$ cat src/rtl/ita_package.sv
// Shared ITA types and constants for the activation output path.
// N lanes of WO-bit requantised outputs form one vector (requant_oup_t).
// ACT_LAT is the activation pipeline latency, shared with the activation unit.
// OUT_FIFO_DEPTH sizes the output buffer FIFO; OUT_CNT_W sizes the tile-length and beat-counter fields.
package ita_package;

  localparam int unsigned N              = 4;
  localparam int unsigned WO             = 8;
  localparam int unsigned ACT_LAT        = 2;
  localparam int unsigned OUT_FIFO_DEPTH = 4;
  localparam int unsigned OUT_CNT_W      = 16;

  typedef logic [N-1:0][WO-1:0] requant_oup_t;

endpackage

$ cat src/rtl/ita_act_fifo.sv
// DEPTH-entry circular buffer of requant_oup_t vectors.
// Ports:
//   clk_i, rst_ni  clock, async active-low reset
//   flush_i        synchronous flush, wins over push/pop
//   push_i/data_i  write data_i at the tail
//   pop_i          drop the head entry (caller guarantees not empty)
//   head_o         current head entry
//   cnt_o          number of stored entries
//   full_o/empty_o occupancy flags
module ita_act_fifo
  import ita_package::*;
#(
  parameter int unsigned DEPTH = OUT_FIFO_DEPTH,
  localparam int unsigned PTR_W = (DEPTH > 1) ? $clog2(DEPTH) : 1,
  localparam int unsigned CW    = $clog2(DEPTH + 1)
) (
  input  logic           clk_i,
  input  logic           rst_ni,
  input  logic           flush_i,
  input  logic           push_i,
  input  requant_oup_t   data_i,
  input  logic           pop_i,
  output requant_oup_t   head_o,
  output logic [CW-1:0]  cnt_o,
  output logic           full_o,
  output logic           empty_o
);

  requant_oup_t      r_mem [DEPTH];
  logic [PTR_W-1:0]  r_wr;
  logic [PTR_W-1:0]  r_rd;
  logic [CW-1:0]     r_cnt;

  function automatic logic [PTR_W-1:0] wrap_inc(input logic [PTR_W-1:0] p);
    return (p == PTR_W'(DEPTH - 1)) ? '0 : p + 1'b1;
  endfunction

  // Pointers and occupancy
  always_ff @(posedge clk_i or negedge rst_ni) begin
    if (!rst_ni) begin
      r_wr  <= '0;
      r_rd  <= '0;
      r_cnt <= '0;
    end else if (flush_i) begin
      r_wr  <= '0;
      r_rd  <= '0;
      r_cnt <= '0;
    end else begin
      if (push_i) r_wr <= wrap_inc(r_wr);
      if (pop_i)  r_rd <= wrap_inc(r_rd);
      case ({push_i, pop_i})
        2'b10:   r_cnt <= r_cnt + 1'b1;
        2'b01:   r_cnt <= r_cnt - 1'b1;
        default: r_cnt <= r_cnt;
      endcase
    end
  end

  // Storage; at full, a push with a pop overwrites the slot being read out this cycle
  always_ff @(posedge clk_i) begin
    if (push_i && !flush_i) r_mem[r_wr] <= data_i;
  end

  assign head_o  = r_mem[r_rd];
  assign cnt_o   = r_cnt;
  assign full_o  = (r_cnt == CW'(DEPTH));
  assign empty_o = (r_cnt == '0);

endmodule

$ cat src/rtl/ita_act_output_buffer.sv
// Output stage behind the fixed-latency activation unit.
// Tracks valid vectors through the activation pipeline, captures results into a
// FIFO and streams them out on valid/ready with a per-tile last flag. Upstream
// ready is credit based, so the stall-free activation pipeline never loses data.
// Ports:
//   clk_i, rst_ni      clock, async active-low reset
//   clear_i            synchronous flush of in-flight, stored and counted state
//   valid_i / ready_o  upstream issue handshake into the activation unit
//   act_data_i         activation result for the vector issued ACT_LAT cycles earlier
//   tile_len_i         vectors per tile (0 treated as 1), stable while busy_o
//   valid_o / ready_i  downstream stream handshake
//   data_o, last_o     output vector ('0 when idle) and end-of-tile flag
//   busy_o             something is in flight or stored
module ita_act_output_buffer
  import ita_package::*;
#(
  parameter int unsigned DEPTH   = OUT_FIFO_DEPTH,
  parameter int unsigned ACT_LAT = ita_package::ACT_LAT,
  parameter int unsigned CNT_W   = OUT_CNT_W
) (
  input  logic              clk_i,
  input  logic              rst_ni,
  input  logic              clear_i,
  input  logic              valid_i,
  output logic              ready_o,
  input  requant_oup_t      act_data_i,
  input  logic [CNT_W-1:0]  tile_len_i,
  output logic              valid_o,
  input  logic              ready_i,
  output requant_oup_t      data_o,
  output logic              last_o,
  output logic              busy_o
);

  localparam int unsigned FCNT_W = $clog2(DEPTH + 1);
  localparam int unsigned INF_W  = $clog2(ACT_LAT + 1);
  localparam int unsigned SUM_W  = ((FCNT_W > INF_W) ? FCNT_W : INF_W) + 1;

  logic [ACT_LAT-1:0] r_vpipe;
  logic [ACT_LAT-1:0] w_vpipe_nxt;
  logic [CNT_W-1:0]   r_beat;
  logic [CNT_W-1:0]   w_tile_last;
  logic [INF_W-1:0]   w_inflight;
  logic [FCNT_W-1:0]  w_fifo_cnt;
  logic               w_credit;
  logic               w_acc;
  logic               w_push;
  logic               w_pop;
  logic               w_fifo_full;
  logic               w_fifo_empty;
  requant_oup_t       w_head;

  // Credit: every in-flight vector already owns a FIFO slot
  assign w_inflight = INF_W'($countones(r_vpipe));
  assign w_credit   = (SUM_W'(w_fifo_cnt) + SUM_W'(w_inflight)) < SUM_W'(DEPTH);
  assign ready_o    = w_credit & ~clear_i;
  assign w_acc      = valid_i & ready_o;

  // Valid pipe mirrors the activation latency; last stage marks act_data_i as real
  if (ACT_LAT == 1) begin : g_pipe1
    assign w_vpipe_nxt = w_acc;
  end else begin : g_pipen
    assign w_vpipe_nxt = {r_vpipe[ACT_LAT-2:0], w_acc};
  end
  assign w_push = r_vpipe[ACT_LAT-1];

  always_ff @(posedge clk_i or negedge rst_ni) begin
    if (!rst_ni) begin
      r_vpipe <= '0;
    end else if (clear_i) begin
      r_vpipe <= '0;
    end else begin
      r_vpipe <= w_vpipe_nxt;
    end
  end

  ita_act_fifo #(
    .DEPTH (DEPTH)
  ) u_fifo (
    .clk_i   (clk_i),
    .rst_ni  (rst_ni),
    .flush_i (clear_i),
    .push_i  (w_push),
    .data_i  (act_data_i),
    .pop_i   (w_pop),
    .head_o  (w_head),
    .cnt_o   (w_fifo_cnt),
    .full_o  (w_fifo_full),
    .empty_o (w_fifo_empty)
  );

  assign valid_o = ~w_fifo_empty;
  assign w_pop   = valid_o & ready_i;
  assign data_o  = valid_o ? w_head : '0;
  assign busy_o  = (w_inflight != '0) | ~w_fifo_empty;

  // Beat counter; tile_len_i of 0 behaves as 1
  assign w_tile_last = (tile_len_i == '0) ? '0 : tile_len_i - 1'b1;
  assign last_o      = valid_o & (r_beat == w_tile_last);

  always_ff @(posedge clk_i or negedge rst_ni) begin
    if (!rst_ni) begin
      r_beat <= '0;
    end else if (clear_i) begin
      r_beat <= '0;
    end else if (w_pop) begin
      r_beat <= last_o ? '0 : r_beat + 1'b1;
    end
  end

  // Credit reservation must keep the FIFO from overflowing
  a_no_overflow: assert property (@(posedge clk_i) disable iff (!rst_ni || clear_i)
    w_push |-> (!w_fifo_full || w_pop));

endmodule
$ cat config.mk
export PLATFORM = sky130hd
export DESIGN_NAME = ita_act_output_buffer
export DESIGN_NICKNAME = d
export VERILOG_FILES = /design/src/rtl/ita_package.sv /design/src/rtl/ita_act_fifo.sv /design/src/rtl/ita_act_output_buffer.sv
export SDC_FILE = /design/constraint.sdc
export NUM_CORES = 1
export LEC_CHECK = 0
export BUFFER_PORTS_ARGS = -buffer_cell sky130_fd_sc_hd__buf_2
export CAP_MARGIN = 20
export CORE_ASPECT_RATIO = 1.5
export CORE_MARGIN = 2
export CORE_UTILIZATION = 25
export CTS_BUF_LIST = sky130_fd_sc_hd__clkbuf_8
export CTS_CLUSTER_DIAMETER = 150
export DETAILED_ROUTE_END_ITERATION = 6
export GPL_ROUTABILITY_DRIVEN = 0
export PLACE_DENSITY = 0.38
export SYNTH_ARGS = -nofsm -noshare
export SYNTH_HDL_FRONTEND = slang
export SYNTH_HIERARCHICAL = 1
export SYNTH_SLANG_ARGS = --single-unit
$ cat constraint.sdc
create_clock -name clk_i -period 8.85 [get_ports clk_i]
set_clock_uncertainty 0.15 [all_clocks]
set_input_delay 1.77 -clock clk_i [delete_from_list [all_inputs] [get_ports clk_i]]
set_output_delay 1.77 -clock clk_i [all_outputs]
set_load 0.005 [all_outputs]
==> metrics.txt <==
met2 routed WL 9.55 mm; Nets 643; sequential share of power 0.421; die area 31000 um2; M1 wire length 6.96 mm; DR WL/cell 18.4 um; port bufs 88; Worst Hold Path Cells 2; antenna violations before repair 2; setup TNS 0 ns; Core ar. 29300 um2; switching pwr 0.595 mW; outcome completed; GRT overflow 0; met3 wire len 1.09 mm; CTS H-tree lvls 4; Top cell by count, worst path buf_2; Synth Net Count 563; final hold vios 0; drt pass-1 iters 4; largest net degree at the start of global routing 36; Int Pwr 1.38 mW; worst-path maximum fanout 9; final worst path period need 6.29 ns; clock-pin slew on the worst setup and hold paths 0.07 ns; worst rel slew slack 0.318; DRC errors left 0; Bufs on Longest Clock Path 2; die span in y 215 um; R2R depth 10; max incr delay on CP 0.75 ns; # IOs 89; Worst Path Buf+Inv 2; first-pass GRT wire length 28.0 mm; CP Data Arrival Time 4.37 ns; PwrDens 229 nW/um2; RSZ-0062 raised after global routing no; logic gate share of total power 0.279; Worst Hold End r_vpipe[1]; worst path cell trace buf_2, or4_1, or4_4, nor2_4, a21oi_1, o311ai_2, nand3_1, nor4_1, buf_2; root buffer cell clkbuf_8; detailed placement HPWL 11.9 mm; Synth Instances 499; Routed WL 18.2 mm; Tightest Pin Transition 1.02 ns; overall via count from detail_route 4517; Max-Cap Viols 0; FP Rows 77; CP max stage cell or4_1; CP top delay family simple AND/OR/NAND/NOR gates; post-CTS sizing 0; final antenna-violating net count 0; worst reg2reg setup slack 5.39 ns; number of CTS-inserted buffers 17; Hold Path Class flop to flop; CTS Sinks 153; Ys Warns 6; critical path type input pin to output pin; CTS Hold Bufs 0; area delta synth->final 16.4%; layout cell share with drive strength beyond 1 0.292; CTS tree built; Syn Std Cell Area 7390 um2; worst vdd ir 0.129 mV; maximum clock rate 159 MHz; vias in the first global route 4864; crit start category input pin; syn avg cell area 14.8 um2; Vias/cell 4.57; # setup viols final 0; Critical Path RT 6.93 ns; die width 144 um; Initial Utilization 0.252; FF-to-FF End u_fifo/cnt_o[2]; Final Cycle Share 0.711; Slew Viols, Final 0; setup bufs post-CTS 0; CP Capture Type output pin; worst r2r src u_fifo/cnt_o[0]; Placed Cells 955; highest routed layer met5; Initial DRC Count 243; switching share of power 0.302; fin cells 988; hold path start r_vpipe[0]; clock power share 0.300; Clock Latency Late Sink 0.46 ns; LEAKAGE 2.98 nW; Tot GR Track Use 0.122
-- worst min-delay path, stage by stage, from the launching register on --
cell,delay (ns)
dfrtp_1,0.36
inv_1,0.06
nor2_1,0.08
-- worst max-delay path by stage --
stage               endpoint          start  depth (start not counted)
floorplan             last_o  tile_len_i[6]                          9
global placement      last_o  tile_len_i[3]                          9
detailed placement    last_o  tile_len_i[3]                          9
CTS                   last_o  tile_len_i[3]                          9
global route          last_o  tile_len_i[3]                          9
finish                last_o  tile_len_i[3]                          9
-- power groups by stage --
| stage | logic, mW | clock network [mW] | registers (mW) |
|---|---|---|---|
| floorplan | 0.363 | 0 | 0.832 |
| global placement | 0.572 | 0 | 0.848 |
| detailed placement | 0.571 | 0 | 0.848 |
| CTS | 0.574 | 0.619 | 0.832 |
| global route | 0.617 | 0.647 | 0.835 |
| finish | 0.550 | 0.592 | 0.831 |
-- routing by layer --
metal	global-route usage	vias to the layer above
li1	-	2081
met1	0.133	2272
met2	0.214	128
met3	0.0431	32
met4	0.0518	4
met5	0	-
-- registers in the layout, summed over array words and instances (netlist names) --
signal	flops
u_fifo/r_mem	128
u_fifo/r_rd	2
u_fifo/cnt_o	3
r_vpipe	2
u_fifo/r_wr	2
r_beat	16
-- stage by stage --
| stage | hold slack [ns] | total power, mW | worst slack (ns) | cell area (um2) | util |
|---|---|---|---|---|---|
| 3_3_place_gp | 0.358 | 1.42 | 2.52 | 8170 | 0.279 |
| 3_5_place_dp | 0.373 | 1.42 | 2.54 | 8170 | 0.279 |
| 4_1_cts | 0.390 | 2.03 | 2.54 | 8610 | 0.294 |
| 6_report | 0.393 | 1.97 | 2.56 | 8610 | 0.294 |
| 5_1_grt | 0.427 | 2.10 | 2.39 | 8610 | 0.294 |
| 2_1_floorplan | 0.331 | 1.20 | 3.13 | 7390 | - |
-- layout make-up --
cell class | count | area (um2)
fill | 3076 | 20700
sequential | 153 | 4470
multi-input combinational | 305 | 2700
tap | 395 | 494
timing repair buffer | 90 | 455
clock buffer | 17 | 234
clock inverter | 15 | 205
inverter | 12 | 45.0
antenna | 1 | 2.50
-- cell usage in the layout, fill, tap and decap left out, types with 3 or more instances in the layout --
master and count:
bufinv_16 5, clkinv_2 3, ha_1 10, nor2_1 27
inv_1 14, nand4_1 11, buf_2 88, and2_2 4
mux2i_1 9, a21oi_1 5, edfxtp_1 128, nand3_1 7
or3_1 7, nand2_1 18, clkbuf_8 17, and2_1 4
xnor2_1 12, mux4_1 4, nand2b_1 6, nor3_1 12
mux4_2 28, o32a_1 3, nor2b_1 38, dfrtp_1 23
nor3_2 10, nor4_1 9, or4_1 6, xor2_1 18
nor3b_1 7
Power figures use the tool's default switching activity.
